--- src/rtl/button_event_ctrl.sv ---
// Button gesture decoder: classifies a debounced level into short-click,
// long-press and double-click pulses, all registered on the state edge.
module button_event_ctrl #(
    parameter int unsigned CW     = 16,
    parameter int unsigned LONG_T = 100,
    parameter int unsigned GAP_T  = 50
) (
    input  logic clk,
    input  logic reset,
    input  logic db_level,
    output logic short_press,
    output logic long_press,
    output logic double_click,
    output logic busy
);

    typedef enum logic [2:0] {
        IDLE,
        DOWN1,
        HELD,
        UP1,
        DOWN2
    } state_e;

    localparam logic [CW-1:0] LONG_LAST = CW'(LONG_T - 1);
    localparam logic [CW-1:0] GAP_LAST  = CW'(GAP_T - 1);

    state_e        state_q, state_d;
    logic [CW-1:0] cnt_q, cnt_d;
    logic          prev_q;
    logic          short_q, short_d;
    logic          long_q, long_d;
    logic          dbl_q, dbl_d;
    logic          busy_q, busy_d;
    logic          rise, fall;

    assign rise = db_level & ~prev_q;
    assign fall = ~db_level & prev_q;

    // prev resets high so a button held through reset is not seen as a press
    always_ff @(posedge clk) begin
        if (reset) begin
            state_q <= IDLE;
            cnt_q   <= '0;
            prev_q  <= 1'b1;
            short_q <= 1'b0;
            long_q  <= 1'b0;
            dbl_q   <= 1'b0;
            busy_q  <= 1'b0;
        end else begin
            state_q <= state_d;
            cnt_q   <= cnt_d;
            prev_q  <= db_level;
            short_q <= short_d;
            long_q  <= long_d;
            dbl_q   <= dbl_d;
            busy_q  <= busy_d;
        end
    end

    always_comb begin
        state_d = state_q;
        cnt_d   = cnt_q;
        short_d = 1'b0;
        long_d  = 1'b0;
        dbl_d   = 1'b0;
        case (state_q)
            IDLE: begin
                if (rise) begin
                    state_d = DOWN1;
                    cnt_d   = '0;
                end
            end
            DOWN1: begin
                if (fall) begin
                    state_d = UP1;
                    cnt_d   = '0;
                end else if (db_level) begin
                    if (cnt_q == LONG_LAST) begin
                        state_d = HELD;
                        long_d  = 1'b1;
                    end else begin
                        cnt_d = cnt_q + CW'(1);
                    end
                end
            end
            HELD: begin
                if (fall) begin
                    state_d = IDLE;
                end
            end
            UP1: begin
                // a second press wins over the gap expiring on the same edge
                if (rise) begin
                    state_d = DOWN2;
                end else if (cnt_q == GAP_LAST) begin
                    state_d = IDLE;
                    short_d = 1'b1;
                end else begin
                    cnt_d = cnt_q + CW'(1);
                end
            end
            DOWN2: begin
                if (fall) begin
                    state_d = IDLE;
                    dbl_d   = 1'b1;
                end
            end
            default: begin
                state_d = IDLE;
                cnt_d   = '0;
            end
        endcase
        busy_d = (state_d != IDLE);
    end

    assign short_press  = short_q;
    assign long_press   = long_q;
    assign double_click = dbl_q;
    assign busy         = busy_q;

endmodule

--- config.mk ---
export PLATFORM = sky130hd
export DESIGN_NAME = button_event_ctrl
export DESIGN_NICKNAME = d
export VERILOG_FILES = /design/src/rtl/button_event_ctrl.sv
export SDC_FILE = /design/constraint.sdc
export NUM_CORES = 1
export LEC_CHECK = 0
export BUFFER_PORTS_ARGS = -buffer_cell sky130_fd_sc_hd__buf_2
export CORE_UTILIZATION = 53
export DETAILED_ROUTE_END_ITERATION = 16
export HOLD_SLACK_MARGIN = 0.02
export PLACE_DENSITY_LB_ADDON = 0.08
export SETUP_SLACK_MARGIN = 0.4
export SYNTH_ARGS = -nofsm -noshare
export SYNTH_HDL_FRONTEND = slang
export SYNTH_SLANG_ARGS = --single-unit
export TNS_END_PERCENT = 50
--- constraint.sdc ---
create_clock -name clk -period 1.9 [get_ports clk]
set_input_delay 0.285 -clock clk [delete_from_list [all_inputs] [get_ports clk]]
set_output_delay 0.285 -clock clk [all_outputs]
set_load 0.03 [all_outputs]
==> out/results.ini, run 1 <==
[critical_path]
startpoint=cnt_q[9]$_SDFFE_PP0P_
cp_max_fo=7
max_stage_delay_ps=590
critPathSlowestCell=or4_4
crit_buf_inv=2
timing.rr.start=cnt_q[9]$_SDFFE_PP0P_
rrSetupSlack_ps=-220
end_kind=flop
crit_path_end=cnt_q[5]$_SDFFE_PP0P_
cp_cell_sequence=or4_4, o41ai_4, buf_4, and2_4, buf_6, o41ai_1, a22oi_2
crit_family=simple AND/OR/NAND/NOR gates
cp_data_arrival_time_ps=2380
timing.rr.end=cnt_q[5]$_SDFFE_PP0P_
reg2reg_depth=7
cp.required_ps=2160
cp.depth=7
timing_worst_setup_path_type=flop to flop
cp-start-kind=flop

[grt]
gr-total-overflow=0
grt_pass1_vias=1581
track_usage_pct=29.5
grt.met3_usage_pct=4.68
grt_busiest_layer=met2
grtUsageMet1_pct=36.8
grt_max_degree=13
grt_pass1_wl_um=7330
grt_antenna_before_repair=0
grtUsageMet2_pct=51.3

[floorplan]
std_cell_rows=18
die_y_um=55.4
ios=7
die_w_um=55.4
start_util_pct=58.3
dieArea_um2=3060
core-area_um2=2590

[clocking]
cts_tree=built
htree_num_levels=1
clockRootBuffer=clkbuf_4
clk-insertion-delay-late_ps=320
cts_num_sinks=24
path_clk_slew_ps=130
cts_buffers=3
cts_max_path_buffers=2

[placement]
dpl.hpwl_um=3020
io_buffer_count=6
gp_congestion=0.853
dp_cells=241

[synth]
ys_warn_count=0
async_flop_share_pct=0
syn_nets=180
ys_seq_elements=24
synth_edf_count=0
yosys.area_share.simple_pct=33.7
dominantRegCellSynth=dfxtp_1
synth_seq_area_share_pct=31.8
synth_top_family_by_area=simple AND/OR/NAND/NOR gates
synth.area.mux_share_pct=0
synth_area_per_cell_um2=8.62
synth-xor-area-share_pct=2.32
synth_area_um2=1510
syn_inst=175
ys_types=56
synthAdderAreaFrac_pct=1.66
synth-compound-area-share_pct=25.5

[sta]
drv_slew=0
setup_viol=18
fmaxAchievable_ghz=0.471
fin_crit_ps=2120
hold_viol_final=0
fin_crit_sh_pct=112
clock_skew_ps=5.28
fin_ws_ps=-222
worst_slew_pin_slew_ps=724
setup_tns_ps=-2870
rsz0062_at_grt=true
relSlewSlack_pct=51.4

[power]
p_comb_share_pct=18.7
p_sw_share_pct=27.3
pwr-share-seq_pct=56.5
ir_drop_v=0.000546
switchingPower_w=0.000251
power_w=0.000920
clockPowerShare_pct=24.8
power.internal_w=0.000668
p_per_area_nw_per_um2=447
p_leak_nw=0.740

[routing]
first_iter_violations=78
dr_total_vias=1594
wire_per_inst_um=17.7
antenna_left=0
drt_wl_total_um=4400
drc=0
avgViaCountPerCell=6.43
drtPass1Iterations=4

[finish]
fin_cells=248
area_growth_pct=36.2
diodes=0
drive_gt1_share_pct=43.6
n_fill_cell=178
fin_nets=225

[run_status]
violations=setup timing
outcome=finished, violations left

[min_path]
holdPathStages=3
min_path_type=primary input to flop

[flow_run]
cap_violations=0

[sequential cells by signal, summed over array words and instances, names as in the netlist]
name          cells
busy              1
state_q           3
long_press        1
short_press       1
cnt_q            16
prev_q            1
double_click      1
[cells in the final DEF (no fill, tap or decap), drive strengths merged, types with 4 or more instances in the layout]
cell type / count
nand2: 9
nor2: 10
buf: 51
nand3: 6
nor4: 5
or4: 6
o31ai: 7
nor3: 5
a21oi: 10
xnor2: 4
inv: 7
a22oi: 8
dfxtp: 24
nand4: 6
[power by group through the flow]
stage               combinational (W)  clock, W  sequential, W
floorplan                   0.0000720         0       0.000532
global placement             0.000127         0       0.000530
detailed placement           0.000129         0       0.000531
CTS                          0.000157  0.000230       0.000520
global route                 0.000184  0.000251       0.000521
finish                       0.000172  0.000228       0.000520
[layout make-up]
cell class | count | area, um^2 | share of cell area [%]
inverter | 7 | 26.3 | 1.28
tap | 30 | 37.5 | 1.83
sequential | 24 | 485 | 23.6
multi-input combinational | 133 | 1070 | 52.0
timing repair buffer | 51 | 415 | 20.2
clock buffer | 3 | 22.5 | 1.10
[metal layers]
metal | up-vias | part of all wire, %
li1 | 767 | -
met1 | 750 | 42
met2 | 69 | 50
met3 | 8 | 6.2
met4 | 0 | 1.3
met5 | - | 0
[how the worst min path moves through the flow]
stage | start | slack (ps) | endpoint
floorplan | cnt_q[5]$_SDFFE_PP0P_ | 470 | cnt_q[5]$_SDFFE_PP0P_
finish | reset | 320 | state_q[2]$_SDFF_PP0_
detailed placement | cnt_q[5]$_SDFFE_PP0P_ | 590 | cnt_q[5]$_SDFFE_PP0P_
global placement | cnt_q[5]$_SDFFE_PP0P_ | 590 | cnt_q[5]$_SDFFE_PP0P_
global route | reset | 320 | short_press$_SDFF_PP0_
CTS | reset | 310 | state_q[2]$_SDFF_PP0_
[repair_timing]
item,in CTS,in global routing
endpoints found under the setup margin,21,21
hold buffers,0,0
resized for setup,21,13
setup buffers,2,1
gates cloned,1,0
pin swaps,16,13
[synth_stat cells, drive strengths merged, types with 4 or more instances]
cell type,n,area (um^2)
o31ai,7,52.6
or4,6,52.6
inv,7,26.3
nand2,9,36.3
a22oi,8,80.1
xnor2,4,35.0
nand3,6,30.0
nor2,10,37.5
dfxtp,24,480
nand4,6,37.5
clkbuf,8,30.0
nor3,5,25.0
nor4,5,37.5
a21oi,10,53.8
[metrics by stage]
step / worst slack [ps] / instance area, um^2 / hold WS [ps] / util, %
global placement: -134 / 1860 / 592 / 71.7
finish: -222 / 2060 / 316 / 79.4
floorplan: -154 / 1520 / 469 / -
global route: -248 / 2060 / 324 / 79.4
detailed placement: -194 / 1860 / 594 / 71.7
CTS: -174 / 2010 / 306 / 77.4
[tightest hold or removal path, stage by stage]
cell and delay [ps]:
buf_2 100, buf_4 170, nor2_1 60
[logic make-up (layout without fill, tap and decap cells)]
group / Yosys count / after routing
simple gates: 80 / 80
buf+inv: 18 / 61
fa+ha+maj: 2 / 2
xor+xnor: 4 / 4
compound gates: 47 / 47
flops: 24 / 24
Note: power is estimated with default switching activity, not from simulation.
==> run 2: changes to the inputs <==
--- a/config.mk
+++ b/config.mk
@@ -5,6 +5,7 @@
 export SDC_FILE = /design/constraint.sdc
 export NUM_CORES = 1
 export LEC_CHECK = 0
+export ABC_AREA = 1
 export BUFFER_PORTS_ARGS = -buffer_cell sky130_fd_sc_hd__buf_2
 export CORE_UTILIZATION = 53
 export DETAILED_ROUTE_END_ITERATION = 16
==> out/results.ini, run 2 <==
[sta]
fmaxAchievable_ghz=0.634
worst_slew_pin_slew_ps=333
fin_crit_sh_pct=83.1
fin_crit_ps=1580
setup_tns_ps=0
rsz0062_at_grt=true
hold_viol_final=0
relSlewSlack_pct=77.6
holdWs_ps=253
drv_slew=0
setup_viol=0
clock_skew_ps=15.2

[synth]
synth_edf_count=0
synth_area_per_cell_um2=6.06
dominantRegCellSynth=dfxtp_1
syn_nets=267
synth.top_cell.area_share_pct=30.3
async_flop_share_pct=0
ys_warn_count=0
yosysMostFrequentCell=nand2_1
synth_area_leader_cell=dfxtp_1
synth.cells.most_frequent=89 x nand2_1, 27 x nand3_1, 27 x nor2_1, 25 x inv_1, 24 x dfxtp_1
synth_area_leaders=dfxtp_1 30%, nand2_1 21%, nand3_1 8.5%, nor2_1 6.4%, inv_1 5.9%
syn_inst=262
synth_area_um2=1590
synth_seq_area_share_pct=30.3
ys_types=25
ys_seq_elements=24

[critical_path]
cp.depth=10
cp_max_fo=8
crit_family=simple AND/OR/NAND/NOR gates
max_stage_delay_ps=410
reg2reg_depth=10
cp_data_arrival_time_ps=1790
critPathSlowestCell=dfxtp_4
cp-start-kind=flop
timing_worst_setup_path_type=flop to flop
cp.required_ps=2120
crit_buf_inv=1
cp_cell_sequence=inv_6, nor2_1, nand2_1, nand2_1, nor2_2, nand2_2, nor2_4, nand2_4, nand2_2, a21oi_2
end_kind=flop

[flow_run]
cap_violations=0

[finish]
area_growth_pct=38.0
diodes=0
largest_reg_flops=16
fin_nets=303
drive_gt1_share_pct=40.1
fin_cells=328
final_cell_mix=71 x nand2_1, 29 x buf_4, 20 x inv_1, 19 x nand3_1, 16 x nand2_2
regArea_um2=517
top_register=cnt_q
n_fill_cell=186
biggestRegsByFlops=cnt_q x16, state_q x3
multi_input_area_um2=1210
layout.cells.most_common=nand2_1
stdcell_area_um2=2190

[floorplan]
die_w_um=56.7
core-area_um2=2810
ios=7
die_y_um=56.7
std_cell_rows=19
start_util_pct=56.6
dieArea_um2=3220

[routing]
avgViaCountPerCell=5.99
dr_total_vias=1964
wire_per_inst_um=15.9
drtPass1Iterations=5
drc=0
first_iter_violations=133
drt_wl_total_um=5210
antenna_left=0

[power]
power_w=0.000933
ir_drop_v=0.000460
p_leak_nw=0.914
p_per_area_nw_per_um2=426

[grt]
grt_pass1_vias=1655
grt_pass1_wl_um=7450
grt_max_degree=14
track_usage_pct=29.8
grt_antenna_before_repair=0
gr-total-overflow=0

[clocking]
htree_num_levels=1
cts_buffers=3
ctsHoldBuffers=0
cts_num_sinks=24
cts_tree=built
clockRootBuffer=clkbuf_4
cts_max_path_buffers=2
clk-insertion-delay-late_ps=330
path_clk_slew_ps=130

[min_path]
holdPathStages=3
min_path_type=primary input to flop

[placement]
dpl_cell_area_um2=1710
io_buffer_count=6
gp_congestion=0.911
dp_cells=303
dpl.hpwl_um=2970

[run_status]
outcome=finished, final reports clean

[run 2: layout make-up]
cell class	instances	share of cell area, %
inverters	28	5.14
well taps	31	1.77
flip-flops and latches	24	23.6
clock buffers	4	1.66
multi-input cells	204	55.1
repair buffers	37	12.7
[run 2: logic make-up (layout without fill, tap and decap cells)]
group                      Yosys count  count (layout)  share of synthesized area [%]
and+or+nand+nor                    169             170                           46.3
buffers and inverters               35              69                           9.38
AOI/OAI and AO/OA                   29              29                           10.8
DFF                                 24              24                           30.3
xor gates and xnor gates             3               3                           1.66
adders and majority gates            2               2                           1.58
[run 2: layer usage]
metal / vias to the layer above / share of wire, % / track usage [%]
met5: - / 0 / 0
met2: 105 / 49 / 50.3
met3: 21 / 8.6 / 3.23
li1: 934 / - / -
met1: 904 / 39 / 37.7
met4: 0 / 3.1 / 13.6
[run 2: what timing repair did]
item,in CTS,in global routing
gates cloned,1,0
endpoints found under the setup margin,18,19
setup buffers,8,12
gates resized for setup,25,69
pin swaps,6,21
[run 2: through the flow]
stage | setup WS [ps] | util (%)
floorplan | 408 | -
global placement | 104 | 60.9
detailed placement | 132 | 60.9
CTS | 385 | 67.7
global route | 264 | 78.1
finish | 321 | 78.1
[run 2: path summary, 6_finish.rpt]
check	end	slack, ps	startpoint
setup / recovery	cnt_q[14]$_SDFFE_PP0P_	320	state_q[1]$_SDFF_PP0_
hold / removal	long_press$_SDFF_PP0_	250	db_level
setup reg to reg	cnt_q[14]$_SDFFE_PP0P_	320	state_q[1]$_SDFF_PP0_
hold reg to reg	cnt_q[14]$_SDFFE_PP0P_	530	cnt_q[14]$_SDFFE_PP0P_
[run 2: tightest hold or removal path, stage by stage]
cell     delay, ps
buf_2          130
nand3_1         90
nor2_1          50
[run 2: report_power, final]
part	internal (W)	total [W]	leakage [nW]	switching, W
registers	0.000498	0.000502	0.203	0.00000433
clock network	0.000117	0.000282	0.0210	0.000165
logic	0.0000463	0.000149	0.690	0.000103
total	0.000661	0.000933	0.914	0.000272
